**src/rtl/mem_arbiter.sv**
```systemverilog
// mem_arbiter: round-robin arbiter that lets two bus masters (A, B) share one
// synchronous-read RAM. Each access is a fixed four-cycle sequence, so the RAM
// sees at most one request per four cycles.
//
// Ports
//   clock, reset              rising-edge clock, async active-high reset
//   a_req/a_we/a_address/a_o_data    port A request, write flag, address, write data
//   a_i_data, a_ack           port A read data (held), one-cycle completion pulse
//   b_*                       same as port A, for port B
//   mem_address/mem_o_data/mem_we    registered RAM address, write data, write enable
//   mem_i_data                RAM read data, valid one cycle after the address
//
// state | meaning
// ------+-----------------------------------------------------------------
// IDLE  | no access in flight; pick a winner and latch its request
// GRANT | mem_* stable; RAM samples address/data/we at the end of this cycle
// WAIT  | RAM read data on mem_i_data; capture it for the owner on a read
// DONE  | owner's ack high for this one cycle

module mem_arbiter #(
  parameter int ADDR_W = 16,
  parameter int DATA_W = 8
) (
  input  logic              clock,
  input  logic              reset,
  input  logic              a_req,
  input  logic              a_we,
  input  logic [ADDR_W-1:0] a_address,
  input  logic [DATA_W-1:0] a_o_data,
  output logic [DATA_W-1:0] a_i_data,
  output logic              a_ack,
  input  logic              b_req,
  input  logic              b_we,
  input  logic [ADDR_W-1:0] b_address,
  input  logic [DATA_W-1:0] b_o_data,
  output logic [DATA_W-1:0] b_i_data,
  output logic              b_ack,
  output logic [ADDR_W-1:0] mem_address,
  output logic [DATA_W-1:0] mem_o_data,
  output logic              mem_we,
  input  logic [DATA_W-1:0] mem_i_data
);

  typedef enum logic [1:0] {
    IDLE  = 2'd0,
    GRANT = 2'd1,
    WAIT  = 2'd2,
    DONE  = 2'd3
  } state_t;

  state_t state;
  logic   last_b;    // 1: port B was served last, so A wins the next tie
  logic   owner_b;   // port owning the access in flight
  logic   is_write;  // access in flight is a write (mem_we is cleared after GRANT)

  // A wins when it requests alone, or on a tie when B was served last.
  logic grant_a;
  assign grant_a = a_req && (!b_req || last_b);

  always_ff @(posedge clock or posedge reset) begin
    if (reset) begin
      state       <= IDLE;
      last_b      <= 1'b1;
      owner_b     <= 1'b0;
      is_write    <= 1'b0;
      mem_address <= '0;
      mem_o_data  <= '0;
      mem_we      <= 1'b0;
      a_i_data    <= '0;
      b_i_data    <= '0;
      a_ack       <= 1'b0;
      b_ack       <= 1'b0;
    end else begin
      case (state)
        IDLE: begin
          if (a_req || b_req) begin
            if (grant_a) begin
              owner_b     <= 1'b0;
              last_b      <= 1'b0;
              mem_address <= a_address;
              mem_o_data  <= a_o_data;
              mem_we      <= a_we;
              is_write    <= a_we;
            end else begin
              owner_b     <= 1'b1;
              last_b      <= 1'b1;
              mem_address <= b_address;
              mem_o_data  <= b_o_data;
              mem_we      <= b_we;
              is_write    <= b_we;
            end
            state <= GRANT;
          end
        end
        GRANT: begin
          mem_we <= 1'b0;
          state  <= WAIT;
        end
        WAIT: begin
          if (owner_b) begin
            if (!is_write) b_i_data <= mem_i_data;
            b_ack <= 1'b1;
          end else begin
            if (!is_write) a_i_data <= mem_i_data;
            a_ack <= 1'b1;
          end
          state <= DONE;
        end
        DONE: begin
          a_ack <= 1'b0;
          b_ack <= 1'b0;
          state <= IDLE;
        end
        default: state <= IDLE;
      endcase
    end
  end

endmodule
```
**config.mk**
```make
export PLATFORM = sky130hd
export DESIGN_NAME = mem_arbiter
export DESIGN_NICKNAME = d
export VERILOG_FILES = /design/src/rtl/mem_arbiter.sv
export SDC_FILE = /design/constraint.sdc
export NUM_CORES = 1
export LEC_CHECK = 0
export BUFFER_PORTS_ARGS = -buffer_cell sky130_fd_sc_hd__buf_2
export CAP_MARGIN = 10
export CORE_MARGIN = 2
export CORE_UTILIZATION = 45
export CTS_CLUSTER_SIZE = 12
export DETAILED_ROUTE_END_ITERATION = 7
export HOLD_SLACK_MARGIN = 0.03
export PLACE_DENSITY_LB_ADDON = 0.1
export SLEW_MARGIN = 20
export SYNTH_ARGS = -nofsm -noshare
export SYNTH_HDL_FRONTEND = slang
export SYNTH_SLANG_ARGS = --single-unit
```
**constraint.sdc**
```tcl
create_clock -name clock -period 4.2 [get_ports clock]
set_input_delay 0.42 -clock clock [delete_from_list [all_inputs] [get_ports clock]]
set_output_delay 0.42 -clock clock [all_outputs]
set_load 0.02 [all_outputs]
```
==> flow_summary.ini, run 1 <==
[critical_path]
cp_max_fo = 27
critical_path.max_stage_delay_ns = 0.82
crit_chain = inv_1 > ha_1 > o21a_1 > nor2_1 > a31oi_1
cp.arrival_ns = 2.22
startpoint_type = flop
cp-end-kind = flop
worst-path-buf-inv = 1
crit_slowest_cell = o21a_1
crit_family = compound AO/OA/AOI/OAI gates
worst_ep_required_time_ns = 4.41
criticalPathCategory = reg2reg

[finish]
drive_gt1_share_pct = 41.4
diodes = 0
area_growth_pct = 31.0
nets = 375

[timing]
setup-violations-final = 0
setup-tns-final_ns = 0
fin_skew_ns = 0.00277
holdWs_ns = 0.232
rsz0062_at_grt = no
slew_viol_final = 0
hold_violations = 0
fin_crit_sh_pct = 47.8
fmax_ghz = 0.498
slew_headroom_pct = 34.6
max_slew.worst_pin.slew_ns = 0.981
layout_min_cycle_time_ns = 2.01

[global_route]
grt_pass1_wl_mm = 8.34
grt-ovfl-total = 0
grtUsageTotal_pct = 19.7
antenna_found_initial = 0
grt_max_degree = 49
grt_pass1_vias = 1843

[floorplan]
fp.dieH_um = 74.0
core_mm2 = 0.00472
die-area_mm2 = 0.00548
initial_core_util_pct = 46.7
row_count = 25
die_x_um = 74.0
ioPinCount = 105

[clocking]
postCtsSetupBuffers = 0
htree_levels = 2
postCtsResizedCells = 0
path_clk_slew_ns = 0.08
clock_path_buffers = 2
clockRootBuffer = clkbuf_8
cts_sinks = 48
worstSkewPairLatency_ns = 0.30
cts_buffers = 5
hold_buffers = 0
cts_tree = yes

[route]
wl_per_cell_um = 14.2
vias = 1968
viasPerCell = 5.23
wirelength_mm = 5.35
drtAntennaViolNets = 0
drt_pass1_iterations = 5
remaining_drc_errors = 0
drtIter0Drc = 118

[synthesis]
yosys.area.top_type = dfrtp_1
synth-seq-cells = 48
synthTopCellsByArea = dfrtp_1, a31oi_1, o21ai_0
synth_top_area_share_pct = 53.3
synth_seq_area_share_pct = 54.5
synth_cell_types = 25
synth_area_mm2 = 0.00221
syn_inst = 213
postSynthAreaPerCell_um2 = 10.4
synth_fp_nets = 280
ys.warnings.count = 0

[power_and_ir_drop]
pwr-share-clk_pct = 19.2
p_comb_share_pct = 45.6
power_switching_mw = 0.941
total_power_mw = 2.34
seqPwrFrac_pct = 35.2
vdd_ir_drop_max_mv = 0.363
internal-power_mw = 1.40
p_leak_nw = 1.36
power_density_mw_per_mm2 = 810
swShare_pct = 40.1

[worst_hold_path]
hp-class = in2async

[run]
cap_violations = 0

[placement]
gp_congestion = 0.745
portBuffers = 104
dp_hpwl_mm = 3.62

[outcome]
outcome = complete, no violations
[cells in the mapped netlist]
cell type	number
nor2_1	28
mux2_1	8
buf_4	1
o21a_1	1
or3b_4	1
a21oi_1	25
o2bb2ai_1	2
clkbuf_1	2
nor2_2	1
o21ai_4	1
ha_1	5
a2bb2oi_2	1
or2_1	1
a21boi_2	1
nand2b_1	2
nand2_1	4
a31oi_1	27
dfrtp_1	47
clkbuf_2	2
dfstp_2	1
mux2_2	8
buf_2	11
o21ai_0	28
and2b_2	1
inv_1	4
[cells by family after synthesis]
kind of cell | synth area share, %
AOI/OAI and AO/OA | 22.7
adders and majority gates | 2.83
buffers and inverters | 4.31
DFF | 54.5
muxes | 8.16
and+or+nand+nor | 7.48
[sequential cells by signal, indices dropped and copies added, names as in the netlist]
signal       flops
mem_o_data       8
mem_address     16
b_ack            1
a_ack            1
state            2
is_write         1
b_i_data         8
mem_we           1
last_b           1
a_i_data         8
owner_b          1
[path summary, 6_finish.rpt]
path                                from               to  slack, ns  cells past startpoint
setup / recovery                state[0]           last_b       2.19                      5
max in group asynchronous          reset  mem_address[14]       3.48                      2
hold reg to reg              b_i_data[5]      b_i_data[5]       0.49                      1
hold / removal                     reset      b_i_data[4]       0.23                      2
setup reg to reg                state[0]           last_b       2.19                      5
min in group clock         mem_i_data[4]      b_i_data[4]       0.35                      2
[cell type report]
class	count	area (µm²)
fillers	414	1830
flip-flops and latches	48	1200
multi-input cells	145	910
repair buffers	104	520
clock inverters	3	90.1
well taps	67	83.8
clock buffers	5	68.8
inverters	4	16.3
[power by group through the flow]
| stage | Sequential (mW) | Clock [mW] | Combinational, mW |
|---|---|---|---|
| 3_5_place_dp | 0.828 | 0 | 1.08 |
| 5_1_grt | 0.851 | 0.470 | 1.19 |
| 4_1_cts | 0.825 | 0.456 | 1.08 |
| 6_report | 0.826 | 0.449 | 1.07 |
| 3_3_place_gp | 0.833 | 0 | 1.05 |
| 2_1_floorplan | 1.08 | 0 | 0.496 |
[placed cells by master (no fill, tap or decap), types with 2 or more instances in the layout]
master | netlist | routed
nor2_1 | 28 | 28
mux2_2 | 8 | 8
mux2_1 | 8 | 8
o21ai_0 | 28 | 28
bufinv_16 | 0 | 3
inv_1 | 4 | 3
clkbuf_8 | 0 | 5
nand2b_1 | 2 | 2
nand2_1 | 4 | 4
o2bb2ai_1 | 2 | 2
ha_1 | 5 | 5
a21oi_1 | 25 | 25
dfrtp_1 | 47 | 47
a31oi_1 | 27 | 27
buf_2 | 11 | 104
[routing by layer]
layer | part of all wire, % | track usage, % | wire [µm]
met2 | 49 | 33.2 | 2630
met3 | 7.2 | 4.47 | 385
met5 | 0 | 0 | 0
met1 | 43 | 25.6 | 2290
met4 | 0.92 | 5.66 | 49
[metrics by stage]
stage               instances  setup WS, ns  cell area (µm²)  utilization (%)
detailed placement        368          2.11             2730             57.8
CTS                       376          2.16             2890             61.2
finish                    376          2.19             2890             61.2
global placement          368          2.18             2730             57.8
global route              376          1.96             2890             61.2
floorplan                 213          2.64             2210                -
No activity file was read; power rests on OpenSTA's default activity.
==> run 2, diff against run 1 <==
clock period = 2 ns   (was 4.2 ns; I/O delays follow)
==> run 2 against run 1 <==
Total power rose by 100%; register-to-register slack got worse by 1.9 ns; first-iteration DRC count decreased by 61%; final area up 0.87%; sequential power grew 110%; routed wire length rose by 1.4%; sequential cell count unchanged; critical endpoint is now b_i_data[6]; largest cell class unchanged; largest power group unchanged.
==> flow_summary.ini, run 2 (synthesized netlist as in run 1, its figures left out) <==
[timing]
layout_min_cycle_time_ns = 1.66
hold_violations = 0
setup-tns-final_ns = 0
slew_viol_final = 0
fin_crit_sh_pct = 82.9
max_slew.worst_pin.slew_ns = 0.688
fin_skew_ns = 0.00609
fmax_ghz = 0.603
setup-violations-final = 0
slew_headroom_pct = 53.9
rsz0062_at_grt = no

[finish]
nets = 384
utilization_pct = 61.7
layout_commonest_cell = buf_2
area_growth_pct = 32.1
fin_area_mm2 = 0.00292
diodes = 0
drive_gt1_share_pct = 42.8
mostFrequentLayoutCells = buf_2, dfrtp_1, o21ai_0, nor2_1, a31oi_1
largest_reg_flops = 16
n_fill_cell = 409
regMostFlops = mem_address

[route]
drtAntennaViolNets = 0
drtIter0Drc = 46
viasPerCell = 5.23
vias = 2013
remaining_drc_errors = 0
wl_per_cell_um = 14.1
wirelength_mm = 5.42
drt_pass1_iterations = 4

[power_and_ir_drop]
pwr-share-clk_pct = 15.1
p_leak_nw = 1.38
internal-power_mw = 2.73
p_comb_share_pct = 48.3
swShare_pct = 42.4
power_density_mw_per_mm2 = 1630
power_switching_mw = 2.01
seqPwrFrac_pct = 36.6
vdd_ir_drop_max_mv = 0.745
total_power_mw = 4.74

[critical_path]
cp.arrival_ns = 1.85
criticalPathCategory = reg2reg
worst_ep_required_time_ns = 2.19
rrSetupSlack_ns = 0.34
rr_worst_depth = 5
cp-end-kind = flop
reg2reg_from = state[0]
worstReg2RegEnd = b_i_data[6]
startpoint_type = flop
cp_max_fo = 8

[outcome]
outcome = complete, no violations

[global_route]
grt_pass1_wl_mm = 8.84
grtUsageTotal_pct = 21.0
grt_max_degree = 27
grt_pass1_vias = 1919
grt-ovfl-total = 0
antenna_found_initial = 0

[clocking]
path_clk_slew_ns = 0.09
postCtsResizedCells = 0
htree_levels = 2
cts_tree = yes
clock_path_buffers = 2
worstSkewPairLatency_ns = 0.30
clockRootBuffer = clkbuf_8
cts_sinks = 48
cts_buffers = 5

[floorplan]
row_count = 25
die-area_mm2 = 0.00548
fp.dieH_um = 74.0
ioPinCount = 105
core_mm2 = 0.00472
die_x_um = 74.0
initial_core_util_pct = 46.7

[placement]
dp_hpwl_mm = 4.02
gp_congestion = 0.786
portBuffers = 104
placed_area_mm2 = 0.00279

[worst_hold_path]
min_from = mem_i_data[5]
hold_depth = 2
hp-class = in2reg
hold_end = b_i_data[5]

[run]
cap_violations = 0
==> run 2: cell count changes in the layout (fill, tap and decap cells not counted), sizes merged <==
cell         delta
clkinvlp        +1
clkinv          -1
inv             +2
buf             +8
dlygate4sd3     +1
bufinv          -2
==> run 2: cell type report <==
class	instances	area, µm²	share of cell area, %
multi-input combinational	145	910	31.2
sequential	48	1200	41.2
tap	67	83.8	2.87
inverter	4	15.0	0.515
clock buffer	5	68.8	2.36
clock inverter	3	46.3	1.59
timing repair buffer	113	591	20.2
==> run 2: how the worst max path moves through the flow <==
stage,from,end,cells past startpoint
after floorplan,state[0],b_i_data[0],6
after global placement,state[0],a_i_data[4],5
after detailed placement,state[0],a_i_data[0],5
after CTS,state[0],a_i_data[2],5
after global routing,state[0],mem_address[7],6
final,state[0],b_i_data[6],5
==> run 2: worst max-delay path, stage by stage (launching register included) <==
cell and delay, ns:
dfrtp_1 0.41, inv_1 0.13, ha_1 0.20, nand2_1 0.09, or2_1 0.36, mux2_1 0.36
==> run 2: routing by layer <==
layer	wire length [µm]	global-route usage, %	up-vias
met2	2710	35.6	82
met5	0	0	-
li1	-	-	968
met3	347	5.28	5
met1	2320	26.7	958
met4	48	6.46	0
==> run 2: power groups by stage <==
stage	clock [mW]	combinational, mW	sequential, mW
after detailed placement	0	2.31	1.75
after global routing	0.763	2.54	1.79
after floorplan	0	1.04	2.27
final	0.718	2.29	1.74
after global placement	0	2.28	1.75
after CTS	0.731	2.32	1.74
==> run 2: repair_timing <==
action | in CTS | in global routing
hold endpoints to repair | 21 | 0
hold buffers | 1 | 0
buffers inserted | 0 | 0
==> run 2: through the flow <==
stage	hold WS, ns	setup slack, ns	instances
finish	0.117	0.342	385
global route	0.110	0.205	385
CTS	0.114	0.319	385
detailed placement	0.249	0.335	376
global placement	0.246	0.387	376
floorplan	0.332	0.482	213
